===== src/rtl/line_buf_wr_ctrl_pkg.sv =====
// Shared definitions for the line-buffer write controller and the 3x3 window
// row multiplexer: row-select codes and buffer rotation helpers.
package line_buf_wr_ctrl_pkg;

  typedef logic [1:0] sel_t;

  localparam sel_t SEL_IDLE = 2'd0;
  localparam sel_t SEL_A    = 2'd1;
  localparam sel_t SEL_B    = 2'd2;
  localparam sel_t SEL_C    = 2'd3;

  // Buffer that receives the line after the one written into b.
  function automatic sel_t next_buf(input sel_t b);
    sel_t r;
    case (b)
      SEL_A:   r = SEL_B;
      SEL_B:   r = SEL_C;
      SEL_C:   r = SEL_A;
      default: r = SEL_A;
    endcase
    return r;
  endfunction

  // Buffer that holds the line written just before the one in b.
  function automatic sel_t prev_buf(input sel_t b);
    sel_t r;
    case (b)
      SEL_A:   r = SEL_C;
      SEL_B:   r = SEL_A;
      SEL_C:   r = SEL_B;
      default: r = SEL_A;
    endcase
    return r;
  endfunction

endpackage


===== src/rtl/line_buf_wr_ctrl_rotator.sv =====
// Tracks which buffer is being written and how many complete lines are held,
// and produces the raw (unaligned) row-select codes for the accepting pixel.
// frame_start takes effect in the same cycle so a coincident pixel already
// sees the restarted state.
module line_buf_rotator
  import line_buf_wr_ctrl_pkg::*;
(
  input  logic clk,
  input  logic aclr,
  input  logic frame_start,
  input  logic advance,
  output sel_t sel_row1,
  output sel_t sel_row2,
  output sel_t sel_row3,
  output logic win
);

  sel_t       wptr;
  logic [1:0] filled;
  sel_t       eff_wptr;
  logic [1:0] eff_filled;
  sel_t       wptr_nxt;
  logic [1:0] filled_nxt;

  // State register: write pointer and saturating completed-line count.
  always_ff @(posedge clk) begin
    if (aclr) begin
      wptr   <= SEL_A;
      filled <= 2'd0;
    end else begin
      wptr   <= wptr_nxt;
      filled <= filled_nxt;
    end
  end

  // Next state: apply a frame restart first, then rotate on line end.
  always_comb begin
    eff_wptr   = wptr;
    eff_filled = filled;
    if (frame_start) begin
      eff_wptr   = SEL_A;
      eff_filled = 2'd0;
    end else begin
      eff_wptr   = wptr;
      eff_filled = filled;
    end
    wptr_nxt   = eff_wptr;
    filled_nxt = eff_filled;
    if (advance) begin
      wptr_nxt   = next_buf(eff_wptr);
      filled_nxt = (eff_filled == 2'd2) ? 2'd2 : (eff_filled + 2'd1);
    end else begin
      wptr_nxt   = eff_wptr;
      filled_nxt = eff_filled;
    end
  end

  // Outputs: newest row is the buffer being written, older rows follow back.
  always_comb begin
    sel_row3 = eff_wptr;
    sel_row2 = SEL_IDLE;
    sel_row1 = SEL_IDLE;
    win      = 1'b0;
    if (eff_filled != 2'd0) begin
      sel_row2 = prev_buf(eff_wptr);
    end else begin
      sel_row2 = SEL_IDLE;
    end
    if (eff_filled == 2'd2) begin
      sel_row1 = prev_buf(prev_buf(eff_wptr));
      win      = 1'b1;
    end else begin
      sel_row1 = SEL_IDLE;
      win      = 1'b0;
    end
  end

endmodule


===== src/rtl/line_buf_wr_ctrl.sv =====
// Write-side controller for three rotating line buffers. Stage 1 drives the
// RAM write port; stage 2 presents row selects, win_valid and row_end aligned
// with the RAM read data one cycle later.
module line_buf_wr_ctrl
  import line_buf_wr_ctrl_pkg::*;
#(
  parameter int DATA_W   = 10,
  parameter int LINE_LEN = 640,
  parameter int ADDR_W   = 10
) (
  input  logic              clk,
  input  logic              aclr,
  input  logic [DATA_W-1:0] pix_data,
  input  logic              pix_valid,
  input  logic              frame_start,
  output logic [DATA_W-1:0] wr_data,
  output logic [ADDR_W-1:0] wr_addr,
  output logic              wr_en_a,
  output logic              wr_en_b,
  output logic              wr_en_c,
  output logic [ADDR_W-1:0] rd_addr,
  output sel_t              sel_row1,
  output sel_t              sel_row2,
  output sel_t              sel_row3,
  output logic              row_end,
  output logic              win_valid
);

  localparam logic [ADDR_W-1:0] LAST_COL = ADDR_W'(LINE_LEN - 1);

  logic [ADDR_W-1:0] col;
  logic [ADDR_W-1:0] eff_col;
  logic              last_col;
  logic              advance;
  sel_t              raw_sel1;
  sel_t              raw_sel2;
  sel_t              raw_sel3;
  logic              raw_win;
  logic              en_a;
  logic              en_b;
  logic              en_c;

  sel_t              s1_sel1;
  sel_t              s1_sel2;
  sel_t              s1_sel3;
  logic              s1_win;
  logic              s1_last;
  logic              s1_valid;

  // Column seen by the current pixel, restarting at 0 on frame_start.
  always_comb begin
    eff_col = col;
    if (frame_start) begin
      eff_col = '0;
    end else begin
      eff_col = col;
    end
    last_col = (eff_col == LAST_COL);
    advance  = pix_valid && last_col;
  end

  line_buf_rotator u_rotator (
    .clk         (clk),
    .aclr        (aclr),
    .frame_start (frame_start),
    .advance     (advance),
    .sel_row1    (raw_sel1),
    .sel_row2    (raw_sel2),
    .sel_row3    (raw_sel3),
    .win         (raw_win)
  );

  // Decode the one-hot write enable from the buffer being written.
  always_comb begin
    en_a = 1'b0;
    en_b = 1'b0;
    en_c = 1'b0;
    case (raw_sel3)
      SEL_A:   en_a = pix_valid;
      SEL_B:   en_b = pix_valid;
      SEL_C:   en_c = pix_valid;
      default: begin
        en_a = 1'b0;
        en_b = 1'b0;
        en_c = 1'b0;
      end
    endcase
  end

  // Column counter: advances per accepted pixel, wraps at end of line.
  always_ff @(posedge clk) begin
    if (aclr) begin
      col <= '0;
    end else if (pix_valid) begin
      col <= last_col ? '0 : (eff_col + ADDR_W'(1));
    end else begin
      col <= eff_col;
    end
  end

  // Stage 1: RAM write port plus the metadata travelling with the pixel.
  always_ff @(posedge clk) begin
    if (aclr) begin
      wr_en_a  <= 1'b0;
      wr_en_b  <= 1'b0;
      wr_en_c  <= 1'b0;
      wr_addr  <= '0;
      wr_data  <= '0;
      s1_sel1  <= SEL_IDLE;
      s1_sel2  <= SEL_IDLE;
      s1_sel3  <= SEL_IDLE;
      s1_win   <= 1'b0;
      s1_last  <= 1'b0;
      s1_valid <= 1'b0;
    end else begin
      wr_en_a  <= en_a;
      wr_en_b  <= en_b;
      wr_en_c  <= en_c;
      s1_valid <= pix_valid;
      s1_win   <= pix_valid && raw_win;
      s1_last  <= advance;
      if (pix_valid) begin
        wr_addr <= eff_col;
        wr_data <= pix_data;
        s1_sel1 <= raw_sel1;
        s1_sel2 <= raw_sel2;
        s1_sel3 <= raw_sel3;
      end else begin
        wr_addr <= wr_addr;
        wr_data <= wr_data;
        s1_sel1 <= s1_sel1;
        s1_sel2 <= s1_sel2;
        s1_sel3 <= s1_sel3;
      end
    end
  end

  // Stage 2: selects and flags aligned with the RAM read data.
  always_ff @(posedge clk) begin
    if (aclr) begin
      sel_row1  <= SEL_IDLE;
      sel_row2  <= SEL_IDLE;
      sel_row3  <= SEL_IDLE;
      win_valid <= 1'b0;
      row_end   <= 1'b0;
    end else if (s1_valid) begin
      sel_row1  <= s1_sel1;
      sel_row2  <= s1_sel2;
      sel_row3  <= s1_sel3;
      win_valid <= s1_win;
      row_end   <= s1_last;
    end else begin
      win_valid <= 1'b0;
      row_end   <= 1'b0;
    end
  end

  // The read side always addresses the location currently being written.
  assign rd_addr = wr_addr;

endmodule


===== config.mk =====
export PLATFORM = sky130hd
export DESIGN_NAME = line_buf_wr_ctrl
export DESIGN_NICKNAME = d
export VERILOG_FILES = /design/src/rtl/line_buf_wr_ctrl_pkg.sv /design/src/rtl/line_buf_wr_ctrl_rotator.sv /design/src/rtl/line_buf_wr_ctrl.sv
export SDC_FILE = /design/constraint.sdc
export NUM_CORES = 1
export LEC_CHECK = 0
export BUFFER_PORTS_ARGS = -buffer_cell sky130_fd_sc_hd__buf_2
export CORE_MARGIN = 2
export CORE_UTILIZATION = 30
export CTS_CLUSTER_DIAMETER = 150
export CTS_CLUSTER_SIZE = 30
export DETAILED_ROUTE_END_ITERATION = 10
export PLACE_DENSITY = 0.5
export SYNTH_ARGS = -nofsm -noshare
export SYNTH_HDL_FRONTEND = slang
export SYNTH_SLANG_ARGS = --single-unit

===== constraint.sdc =====
create_clock -name clk -period 2.05 [get_ports clk]
set_input_delay 0.41 -clock clk [delete_from_list [all_inputs] [get_ports clk]]
set_output_delay 0.41 -clock clk [all_outputs]
set_load 0.02 [all_outputs]

* After elaboration in Yosys (flattened, before gate mapping)
Cells that the tools add are included.
** Storage, ports and cells
- Register bits :: 54
- Bits in latches :: 0
- Memory bits (writable) :: 0
- ROM bits :: 0
- Word-level logic and storage cells :: 54
- Memories kept :: 0
** Operators by class
- $add $sub $neg :: 2
- Multipliers :: 0
- Divide/modulo/power cells :: 0
- $lt $le $gt $ge :: 0
- Eq/ne operators :: 7
- Shift operators :: 0
- Mux-type cells :: 15
- Bitwise logic cells :: 4
- Reduce and logical (&&, ||, !) cells :: 7
** Operators by type and width (number)
- $mux 10 :: 3
- $mux 2 :: 8
- $pmux 2 s2 :: 3
- $add 10x1->10 const B :: 1
- $eq 10x10->1 const B :: 1
- $eq 2x2->1 const B :: 4
- $reduce_or 2->1 :: 4
- $eq 2x1->1 const B :: 2
- $not 1->1 :: 4
- $add 2x1->2 const B :: 1
- $logic_and 1x1->1 :: 2
- $reduce_bool 2->1 :: 1
- $mux 1 :: 1

* Longest topological paths before layout
Gate-level depths: netlist of the first run.
- Depth in word-level cells :: 7
- Depth in mapped cells :: 8
- Mapped depth without buffers :: 6

* By module
A second synthesis of the first run with hierarchy kept.
** Unflattened totals
- Cell total of the unflattened synthesis :: 227
- Area, all modules :: 2227.1 µm²
** By module, submodules not included
- line_buf_wr_ctrl :: times used 1, cells each 196, area an instance 1941.9 µm², sequential area each 1001.0 µm²
- line_buf_rotator :: times used 1, cells each 31, area an instance 285.3 µm², sequential area each 80.1 µm²

* Worst setup path before layout of the first run
No wires, ideal clock.
- Path type :: input-to-reg
- Start point :: input frame_start
- End point :: register u_rotator.wptr[0]
- Setup time :: 0.124 ns
- Data arrival time :: 1.616 ns
- Required time :: 1.926 ns
- Setup slack :: 0.310 ns
- Stages :: 7
- Buffers on the path :: 1
- Cells stage by stage :: buf_6 > and2b_1 > ha_1 > and4bb_1 > nand4_4 > nor3b_4 > a21oi_1
** Between the ends
- Longest elaborated chain between the ends :: 4
- Elaborated cells between the ends (all ways) :: 8
- Classes of those cells :: 3 x eq/ne; 4 x mux; 1 x reduce/logical
** Ends and longest elaborated chain
- start, declared :: RTL line line_buf_wr_ctrl.sv:15 : input logic frame_start,
- $mux 10 :: RTL line line_buf_wr_ctrl.sv:53 : if (frame_start) begin
- net eff_col[1] :: RTL line line_buf_wr_ctrl.sv:32 : logic [ADDR_W-1:0] eff_col;
- $eq 10x10->1 :: RTL line line_buf_wr_ctrl.sv:58 : last_col = (eff_col == LAST_COL);
- $logic_and 1x1->1 :: RTL line line_buf_wr_ctrl.sv:59 : advance = pix_valid && last_col;
- $mux 2 :: RTL line line_buf_wr_ctrl_rotator.sv:49 : if (advance) begin
- end signal, assigned :: RTL line line_buf_wr_ctrl_rotator.sv:31 : wptr <= wptr_nxt;
- end, declared :: RTL line line_buf_wr_ctrl_rotator.sv:18 : sel_t wptr;
The timed path passes the listed nets, and every way through them passes these cells.
A chain may end at the register's enable or synchronous reset.

* Worst setup path in the final report of the first run
- Start point :: register col[0]
- End point :: register u_rotator.filled[1]
** Between the ends
- Longest elaborated chain between the ends :: 4
** Ends and longest elaborated chain
- start, declared :: RTL line line_buf_wr_ctrl.sv:31 : logic [ADDR_W-1:0] col;
- start signal, assigned :: RTL line line_buf_wr_ctrl.sv:95 : col <= last_col ? '0 : (eff_col + ADDR_W'(1));
- start signal, assigned :: RTL line line_buf_wr_ctrl.sv:97 : col <= eff_col;
- $mux 10 :: RTL line line_buf_wr_ctrl.sv:53
- net eff_col[0] :: RTL line line_buf_wr_ctrl.sv:32
- $eq 10x10->1 :: RTL line line_buf_wr_ctrl.sv:58
- $logic_and 1x1->1 :: RTL line line_buf_wr_ctrl.sv:59
- $mux 2 :: RTL line line_buf_wr_ctrl_rotator.sv:49
- end signal, assigned :: RTL line line_buf_wr_ctrl_rotator.sv:32 : filled <= filled_nxt;
- end, declared :: RTL line line_buf_wr_ctrl_rotator.sv:19 : logic [1:0] filled;
The timed path passes the listed nets, and every way through them passes these cells.

==> results of run 1 <==
==> registers in the layout, summed over array words and instances (netlist names), 2 cells and up <==
| name | cells |
|---|---|
| rd_addr | 10 |
| sel_row1 | 2 |
| col | 10 |
| s1_sel2 | 2 |
| sel_row3 | 2 |
| wr_data | 10 |
| u_rotator.wptr | 2 |
| s1_sel1 | 2 |
| sel_row2 | 2 |
| s1_sel3 | 2 |
| u_rotator.filled | 2 |
==> final timing paths <==
check / startpoint / endpoint / slack, ps / depth (start not counted)
hold / removal: pix_data[7] / wr_data[7] / 330 / 3
setup / recovery: col[0] / u_rotator.filled[1] / 310 / 6
setup reg to reg: col[0] / u_rotator.filled[1] / 310 / 6
hold reg to reg: s1_win / win_valid / 470 / 1
==> area by class of cell <==
class | count | area (sq um) | share of cell area [%]
clock buffers | 5 | 68.8 | 2.63
clock inverters | 2 | 13.8 | 0.526
inverters | 4 | 15.0 | 0.574
multi-input cells | 145 | 1010 | 38.7
flip-flops and latches | 54 | 1080 | 41.3
well taps | 99 | 124 | 4.73
repair buffers | 58 | 300 | 11.5
==> logic make-up (layout without fill, tap and decap cells) <==
group,Yosys count,count (layout),share of synthesized area [%]
xor+xnor,8,8,3.11
compound gates,16,16,4.39
buf+inv,26,69,7.00
mux,23,23,10.2
simple gates,92,92,23.9
flops,54,54,48.0
fa+ha+maj,6,6,3.33
==> Yosys cell counts (4+ instances only) <==
master / n
sky130_fd_sc_hd__nand2b_1: 9
sky130_fd_sc_hd__and2b_1: 4
sky130_fd_sc_hd__nand4_1: 4
sky130_fd_sc_hd__and2_1: 4
sky130_fd_sc_hd__ha_1: 6
sky130_fd_sc_hd__xnor2_1: 4
sky130_fd_sc_hd__inv_1: 4
sky130_fd_sc_hd__mux2i_1: 23
sky130_fd_sc_hd__xor2_1: 4
sky130_fd_sc_hd__a21oi_1: 10
sky130_fd_sc_hd__nor2_1: 37
sky130_fd_sc_hd__clkbuf_1: 5
sky130_fd_sc_hd__buf_4: 11
sky130_fd_sc_hd__nor2b_1: 10
sky130_fd_sc_hd__nand3b_1: 5
sky130_fd_sc_hd__nor3_1: 4
sky130_fd_sc_hd__dfxtp_1: 54
==> through the flow <==
step / setup WS, ps / cells / hold WS [ps] / instance area (sq um)
2_1_floorplan: 310 / 225 / 440 / 2250
3_3_place_gp: 170 / 360 / 450 / 2530
3_5_place_dp: 97.1 / 360 / 451 / 2530
4_1_cts: 284 / 367 / 320 / 2620
5_1_grt: 192 / 367 / 341 / 2620
6_report: 305 / 367 / 332 / 2620
==> power groups by stage <==
stage / clock network (mW) / logic [mW] / registers, mW
3_3_place_gp: 0 / 0.131 / 1.10
6_report: 0.596 / 0.129 / 1.08
3_5_place_dp: 0 / 0.132 / 1.10
4_1_cts: 0.627 / 0.131 / 1.08
2_1_floorplan: 0 / 0.0766 / 1.12
5_1_grt: 0.659 / 0.143 / 1.08
==> critical path, stage by stage, from the launching register on <==
cell	delay, ps
sky130_fd_sc_hd__dfxtp_1	410
sky130_fd_sc_hd__and2b_1	200
sky130_fd_sc_hd__ha_1	210
sky130_fd_sc_hd__and4bb_1	280
sky130_fd_sc_hd__nand4_4	140
sky130_fd_sc_hd__nor3b_4	290
sky130_fd_sc_hd__o2bb2ai_1	150
==> routing by layer <==
layer	routed length, microns	track usage (%)
met3	212	3.09
met1	2340	16.4
met4	77	4.23
met5	0	0
met2	1760	14.9
==> out/results.ini, run 1 <==
[pwr]
clk_network_pwr_share_pct = 33.0
power.density_cell_area_nw_per_um2 = 690
cellLeakagePower_nw = 1.21
netSwitchingFraction_pct = 24.8
share_seq_of_total_power_pct = 59.8
comb_power_share_pct = 7.1
internal_pwr_total_mw = 1.36
report.power.total_mw = 1.80
switching_power_mw = 0.448
max-vdd-ir-drop_mv = 0.242

[sta]
tightestPinTransition_ps = 482
max-slew-margin-rel_pct = 67.8
fin_skew_ps = 5.12
fin_tns_setup_ps = 0
share_of_the_cycle_needed_by_the_critical_path_after_routing_pct = 85.1
setup_violations_final = 0
clock.fmax_mhz = 573
maxSlewViolCount = 0
unrepaired_setup_endpoints_after_global_routing = no
finalCriticalPeriod_ps = 1740
finalHoldViolCount = 0

[clock_tree]
clkTransAtPathRegs_ps = 100
cts_sinks = 54
holdBufCountCts = 0
number_of_clock_buffers_inserted_by_tritoncts = 5
cts.repair_timing.setup_buffer_count = 0
cts_tree = built
post_cts.resized_instances = 0
htree_levels = 2
cts_root_buffer = sky130_fd_sc_hd__clkbuf_8
insertion_delay_ps = 310
cts_buffer_depth = 2

[global_route]
first_global_vias = 1473
grt_use_total_pct = 11.0
grt.overflow.total = 0
initial_antenna_violation_count = 0
grt_first_pass_wirelength_mm = 7.31
grt_max_degree = 25

[route]
totalWireLength_mm = 4.39
detail-route-antenna-nets = 0
drc = 0
first_drt_iteration_drcs = 63
via_cell_ratio = 4.27
drt_pass1_iterations = 6
routed_wire_length_per_instance_microns = 12.0
num_vias = 1568

[floorplanning]
die_area_sq_um = 8220
initial_core_util_pct = 31.1
die_h_microns = 90.6
io_pins = 55
core_region_sq_um = 7250
fp-row-count = 31
die-width_microns = 90.6

[critical_path]
critical_path_peak_fanout = 5
worst_setup_path_start_kind = flop
end_kind = flop
worst-setup-path-type = reg2reg
worstPathRequired_ps = 2300
cp_data_arrival_time_ps = 1990

[final_layout]
final_nets = 288
layout_common_cells = 54 x sky130_fd_sc_hd__dfxtp_1, 54 x sky130_fd_sc_hd__buf_2, 37 x sky130_fd_sc_hd__nor2_1
fillCellCount = 800
n_antenna_cell = 0
area_delta_synth_final_pct = 16.2
drive_gt1_share_pct = 26.9
postLayoutCoreUtil_pct = 36.1

[placed_design]
post-dp-hpwl_mm = 3.06
place.gp.congestion = 0.760
portBuffers = 54

[synth]
synth.yosys.seq_area_share_pct = 48.0
synth_top_cell_area_share_pct = 48.0
synthArstFlopShare_pct = 0
synth_nets = 245
cell_type_with_the_largest_total_area_after_synthesis = sky130_fd_sc_hd__dfxtp_1
synth-main-ff-cell = sky130_fd_sc_hd__dfxtp_1
yosysWarningCount = 0
post_synth_instance_area_sq_um = 2250
synth_cell_type_count = 36
syn-instance-count = 225
synth.ff_latch_count = 54
synth_edf_count = 0
syn_area_per_cell_sq_um = 10.0
top_cells_by_area_synth = sky130_fd_sc_hd__dfxtp_1 48%, sky130_fd_sc_hd__mux2i_1 10%, sky130_fd_sc_hd__nor2_1 6.2%

[run]
max_capacitance_violation_total = 0

[hold_path]
hold_path_class = in2reg

[status]
run_status = finished clean

Note: power is estimated with default switching activity, not from simulation.
==> run 2, diff against run 1 <==
Settings changed: ABC_AREA from default to 1.
==> run 2 against run 1 <==
Compared with the run above: worst setup slack improved by 120 ps; register-to-register slack improved by 120 ps; critical path depth rose by 2; non-clock buffer count rose by 2; cell count rose by 17%; combinational power rose by 50%; fmax rose by 7.1%; count of clock-buffer cells in the layout did not move; die area fell by 2.8%; hold slack got worse by 14 ps; first-iteration DRC count rose by 21%; critical endpoint is now u_rotator.wptr[1]; largest power group unchanged.
==> out/results.ini, run 2 <==
[status]
run_status = finished clean

[floorplanning]
die_h_microns = 89.4  ; -1.4%
core_region_sq_um = 7140  ; -1.6%
initial_core_util_pct = 30.6  ; -0.41 points
die-width_microns = 89.4  ; -1.4%
die_area_sq_um = 7990  ; -2.8%
fp-row-count = 31  ; unchanged
io_pins = 55  ; unchanged

[final_layout]
n_antenna_cell = 0  ; unchanged
area_delta_synth_final_pct = 19.6
layoutNonFillerInstCount = 431  ; +17%
fillCellCount = 790  ; -1.3%
final_nets = 351  ; +22%
postLayoutCellArea_sq_um = 2620  ; unchanged
layout_common_cells = 54 x sky130_fd_sc_hd__dfxtp_1, 54 x sky130_fd_sc_hd__buf_2, 51 x sky130_fd_sc_hd__nor2_1
drive_gt1_share_pct = 23.5  ; -3.4 points

[synth]
synth.yosys.seq_area_share_pct = 49.4  ; +1.4 points
synth.ff_latch_count = 54  ; unchanged
top_cells_by_area_synth = sky130_fd_sc_hd__dfxtp_1 49%, sky130_fd_sc_hd__nor2_1 8.8%, sky130_fd_sc_hd__nand2_1 7.9%
synth.cells.most_frequent = 54 x sky130_fd_sc_hd__dfxtp_1, 51 x sky130_fd_sc_hd__nor2_1, 46 x sky130_fd_sc_hd__nand2_1, 31 x sky130_fd_sc_hd__o21ai_0, 26 x sky130_fd_sc_hd__inv_1
syn_area_per_cell_sq_um = 7.67  ; -23%
synth_adder_area_share_pct = 3.43  ; +0.099 points
synth_most_common_cell = sky130_fd_sc_hd__dfxtp_1
cell_type_with_the_largest_total_area_after_synthesis = sky130_fd_sc_hd__dfxtp_1
syn-instance-count = 285  ; +27%
synth_area_in_simple_gates_pct = 24.7  ; +0.77 points
synth_xor_xnor_area_share_pct = 0.400  ; -2.7 points
yosysWarningCount = 0  ; unchanged
synthArstFlopShare_pct = 0  ; unchanged
synth_top_cell_area_share_pct = 49.4  ; +1.4 points
multiplexer_share_of_the_synthesized_area_pct = 0  ; -10 points
synth-main-ff-cell = sky130_fd_sc_hd__dfxtp_1
synth_cell_type_count = 22  ; -39%
post_synth_instance_area_sq_um = 2190  ; -2.9%
dominant_combinational_cell_family_by_area_after_synthesis = simple AND/OR/NAND/NOR gates
synth_edf_count = 0  ; unchanged
synth-compound-area-share_pct = 11.2  ; +6.8 points
synth_nets = 305  ; +24%

[route]
first_drt_iteration_drcs = 76  ; +21%
drc = 0  ; unchanged
detail-route-antenna-nets = 0  ; unchanged
drt_pass1_iterations = 4  ; -2
via_cell_ratio = 4.31  ; +0.79%
routed_wire_length_per_instance_microns = 11.4  ; -4.9%
totalWireLength_mm = 4.90  ; +12%
num_vias = 1856  ; +18%

[sta]
share_of_the_cycle_needed_by_the_critical_path_after_routing_pct = 79.5  ; -5.6 points
finalCriticalPeriod_ps = 1630  ; -115 ps
finalHoldViolCount = 0  ; unchanged
tightestPinTransition_ps = 431  ; -51.4 ps
setup_violations_final = 0  ; unchanged
maxSlewViolCount = 0  ; unchanged
fin_tns_setup_ps = 0  ; unchanged
clock.fmax_mhz = 614  ; +7.1%
unrepaired_setup_endpoints_after_global_routing = no
max-slew-margin-rel_pct = 71.2  ; +3.4 points
fin_skew_ps = 8.11  ; +2.99 ps

[placed_design]
post-dp-hpwl_mm = 3.59  ; +17%
place_area_sq_um = 2500  ; -1.4%
portBuffers = 54  ; unchanged
dp.cells = 423  ; +18%
place.gp.congestion = 0.806  ; +6.2%

[pwr]
cellLeakagePower_nw = 1.25  ; +3.7%
report.power.total_mw = 2.04  ; +13%
max-vdd-ir-drop_mv = 0.255  ; +5.7%
power.density_cell_area_nw_per_um2 = 779  ; +13%

[hold_path]
hold_path_class = in2reg

[clock_tree]
cts_tree = built
cts_buffer_depth = 2  ; unchanged
htree_levels = 2  ; unchanged
post_cts.resized_instances = 0  ; unchanged
cts_root_buffer = sky130_fd_sc_hd__clkbuf_8
cts_sinks = 54  ; unchanged
clkTransAtPathRegs_ps = 100  ; about the same
cts.repair_timing.setup_buffer_count = 0  ; unchanged
number_of_clock_buffers_inserted_by_tritoncts = 5  ; unchanged
insertion_delay_ps = 310  ; about the same
holdBufCountCts = 0  ; unchanged

[global_route]
initial_antenna_violation_count = 0  ; unchanged
grt.overflow.total = 0  ; unchanged
grt_first_pass_wirelength_mm = 7.80  ; +6.7%
grt_max_degree = 21  ; -16%
grt_use_total_pct = 12.6  ; +1.6 points
first_global_vias = 1617  ; +9.8%

[critical_path]
end_kind = flop
cp_data_arrival_time_ps = 1820  ; -170 ps
worst-setup-path-type = reg2reg
critical_path_peak_fanout = 7  ; +2
worstPathRequired_ps = 2240  ; -60 ps
worst_setup_path_start_kind = flop

[run]
max_capacitance_violation_total = 0  ; unchanged

==> run 2: stage by stage <==
step | utilization (%) | hold WS [ps] | worst slack [ps]
2_1_floorplan | - | 444 | 433
3_3_place_gp | 35.0 | 453 | 286
3_5_place_dp | 35.0 | 457 | 196
4_1_cts | 36.7 | 309 | 407
5_1_grt | 36.7 | 316 | 167
6_report | 36.7 | 318 | 421
==> run 2: final timing paths <==
check / start / end / slack (ps) / depth (start not counted)
worst max-delay path: col[0] / u_rotator.wptr[1] / 420 / 8
worst min-delay path: pix_data[0] / wr_data[0] / 320 / 3
worst max register to register: col[0] / u_rotator.wptr[1] / 420 / 8
worst min register to register: s1_sel2[1] / s1_sel2[1] / 470 / 2
==> run 2: layout make-up <==
class	count	area (sq um)	share of cell area, %
sequential	54	1080	41.3
multi-input combinational	181	870	33.2
timing repair buffer	60	315	12.1
tap	99	124	4.73
inverter	29	109	4.16
clock buffer	5	68.8	2.63
clock inverter	3	48.8	1.87
==> run 2: critical path: stages (launching register included) <==
cell	delay, ps
sky130_fd_sc_hd__dfxtp_1	370
sky130_fd_sc_hd__inv_1	50
sky130_fd_sc_hd__nor2_1	160
sky130_fd_sc_hd__ha_1	200
sky130_fd_sc_hd__nand2_1	60
sky130_fd_sc_hd__nor3_1	240
sky130_fd_sc_hd__nand3_1	140
sky130_fd_sc_hd__nand2_1	200
sky130_fd_sc_hd__o21ai_0	110
==> run 2: logic make-up (layout without fill, tap and decap cells) <==
| family | count (synthesis) | in the layout |
|---|---|---|
| XOR/XNOR | 1 | 1 |
| flip-flops | 54 | 54 |
| adder cells (fa/ha/maj) | 6 | 6 |
| buffers and inverters | 50 | 97 |
| AO/OA/AOI/OAI | 49 | 49 |
| AND/OR/NAND/NOR | 125 | 125 |
==> run 2: routing by layer <==
layer / global-route usage [%] / share of wire [%]
met1: 17.1 / 51
met2: 20.2 / 44
met3: 2.40 / 3.3
met4: 4.07 / 1.4
met5: 0 / 0
==> run 2: power by group <==
part           leakage, nW  switching, mW  internal (mW)
Clock               0.0563          0.368          0.372
Combinational        0.755          0.129         0.0633
Sequential           0.442         0.0191           1.08
==> run 3, diff against run 2 <==
Clock period 2.05 ns to 1.6 ns, I/O delays scaled along.
==> run 3 against run 2 <==
Compared with the run above: power up 21%; critical path depth up 2; combinational power up 35%; routed wire length up 4.1%; fmax up 14%; non-clock buffer count up 7; sequential power up 28%; die area unchanged; count of clock-buffer cells in the layout up 1; sequential share of layout area down 0.93 points; register-to-register slack worse by 260 ps; highest routed layer unchanged.
==> out/results.ini, run 3 (synthesized netlist as in run 2, its figures left out) <==
[floorplanning]
die_h_microns = 89.4  ; unchanged
initial_core_util_pct = 30.6  ; unchanged
die-width_microns = 89.4  ; unchanged
fp-row-count = 31  ; unchanged
core_region_sq_um = 7140  ; unchanged
io_pins = 55  ; unchanged
die_area_sq_um = 7990  ; unchanged

[clock_tree]
htree_levels = 2  ; unchanged
cts_sinks = 54  ; unchanged
insertion_delay_ps = 300  ; about the same
cts_root_buffer = sky130_fd_sc_hd__clkbuf_8
cts_buffer_depth = 2  ; unchanged
clkTransAtPathRegs_ps = 90  ; about the same
holdBufCountCts = 0  ; unchanged
number_of_clock_buffers_inserted_by_tritoncts = 5  ; unchanged
cts_tree = built

[sta]
share_of_the_cycle_needed_by_the_critical_path_after_routing_pct = 89.7  ; +10 points
fin_skew_ps = 6.55  ; -1.56 ps
finalCriticalPeriod_ps = 1440  ; -194 ps
setup_violations_final = 0  ; unchanged
tightestPinTransition_ps = 308  ; -123 ps
unrepaired_setup_endpoints_after_global_routing = no
maxSlewViolCount = 0  ; unchanged
finalHoldViolCount = 0  ; unchanged
max-slew-margin-rel_pct = 79.4  ; +8.2 points
clock.fmax_mhz = 697  ; +14%

[route]
routed_wire_length_per_instance_microns = 11.7  ; +2.4%
first_drt_iteration_drcs = 71  ; -6.6%
totalWireLength_mm = 5.10  ; +4.1%
via_cell_ratio = 4.31  ; about the same
drt_pass1_iterations = 4  ; unchanged
detail-route-antenna-nets = 0  ; unchanged
drc = 0  ; unchanged
num_vias = 1887  ; +1.7%

[final_layout]
n_antenna_cell = 0  ; unchanged
postLayoutCellArea_sq_um = 2680  ; +2.5%
final_nets = 358  ; +2.0%
layout_common_cells = 54 x sky130_fd_sc_hd__buf_2, 52 x sky130_fd_sc_hd__dfxtp_1, 50 x sky130_fd_sc_hd__nor2_1
drive_gt1_share_pct = 27.1  ; +3.6 points
area_delta_synth_final_pct = 22.7
fillCellCount = 803  ; +1.6%
layout_commonest_cell = sky130_fd_sc_hd__buf_2
layoutNonFillerInstCount = 438  ; +1.6%

[hold_path]
hold_path_class = in2reg
hold_start = pix_data[9]
worst_hold_path.num_cells = 3  ; unchanged
hold_path_end = wr_data[9]

[critical_path]
critical_path_peak_fanout = 5  ; -2
rrSetupSlack_ps = 160  ; -260 ps
worst-setup-path-type = reg2reg
cp_data_arrival_time_ps = 1630  ; -190 ps
end_kind = flop
worstRegToRegCells = 10  ; +2
crit-reg2reg-capture = col[8]
worstPathRequired_ps = 1790  ; -450 ps
worst_r2r_startpoint = col[1]
worst_setup_path_start_kind = flop

[global_route]
first_global_vias = 1694  ; +4.8%
grt_max_degree = 26  ; +24%
grt_use_total_pct = 13.2  ; +0.63 points
initial_antenna_violation_count = 0  ; unchanged
grt_first_pass_wirelength_mm = 8.11  ; +3.9%
grt.overflow.total = 0  ; unchanged

[pwr]
cellLeakagePower_nw = 1.30  ; +3.6%
max-vdd-ir-drop_mv = 0.395  ; +55%
power.density_cell_area_nw_per_um2 = 920  ; +18%

[placed_design]
dp.cells = 429  ; +1.4%
post-dp-hpwl_mm = 3.78  ; +5.1%
place.gp.congestion = 0.820  ; +1.6%
portBuffers = 54  ; unchanged
place_area_sq_um = 2560  ; +2.3%

[status]
run_status = finished clean

[run]
max_capacitance_violation_total = 0  ; unchanged

## run 3: worst max-delay path by stage
stage,cells past startpoint,slack (ps),start,to
2_1_floorplan,10,70,frame_start,u_rotator.wptr[1]
3_3_place_gp,10,-3,frame_start,u_rotator.filled[0]
3_5_place_dp,10,-80,frame_start,u_rotator.wptr[1]
4_1_cts,8,20,col[0],u_rotator.wptr[1]
5_1_grt,11,8,col[0],col[8]
6_report,10,160,col[1],col[8]
## run 3: repair_timing
item	CTS	global route
setup buffers	0	1
resized for setup	0	8
setup endpoints to repair	0	12
## run 3: stage by stage
stage,power [mW],TNS (ps),util (%),worst slack (ps),hold WS [ps]
floorplan,1.61,0,-,73.3,444
global placement,1.70,-5.77,35.8,-3.29,450
detailed placement,1.71,-377,35.8,-77.3,451
CTS,2.50,0,37.1,24.5,229
global route,2.58,0,37.6,8.34,237
finish,2.47,0,37.6,165,233
## run 3: area by class of cell
class	count	area, sq um	area share [%]
Clock buffer	6	82.6	3.08
Clock inverter	2	12.5	0.466
Inverter	29	109	4.06
Multi-Input combinational cell	181	891	33.2
Sequential cell	54	1080	40.4
Tap cell	99	124	4.62
Timing Repair Buffer	67	380	14.2
## run 3: routing by layer
layer	share of wire, %	global-route usage, %	vias up
met1	50	18.0	851
met5	0	0	-
met3	2.9	2.22	5
met2	45	21.0	31
li1	-	-	1000
met4	1.3	4.88	0
## run 3: critical path, cell delays in order, from the launching register on
cell and delay (ps):
sky130_fd_sc_hd__dfxtp_2 350, sky130_fd_sc_hd__nand2_1 80, sky130_fd_sc_hd__inv_1 80, sky130_fd_sc_hd__ha_2 170
sky130_fd_sc_hd__nand2_1 80, sky130_fd_sc_hd__inv_1 100, sky130_fd_sc_hd__nand2_2 80, sky130_fd_sc_hd__nor2_4 170
sky130_fd_sc_hd__nand4_1 100, sky130_fd_sc_hd__nand2_1 80, sky130_fd_sc_hd__nor2_1 30
## run 3: power by group
part | leakage [nW] | internal (mW) | switching (mW)
logic | 0.808 | 0.0901 | 0.170
clock network | 0.0472 | 0.349 | 0.445
registers | 0.442 | 1.39 | 0.0240
total | 1.30 | 1.83 | 0.639
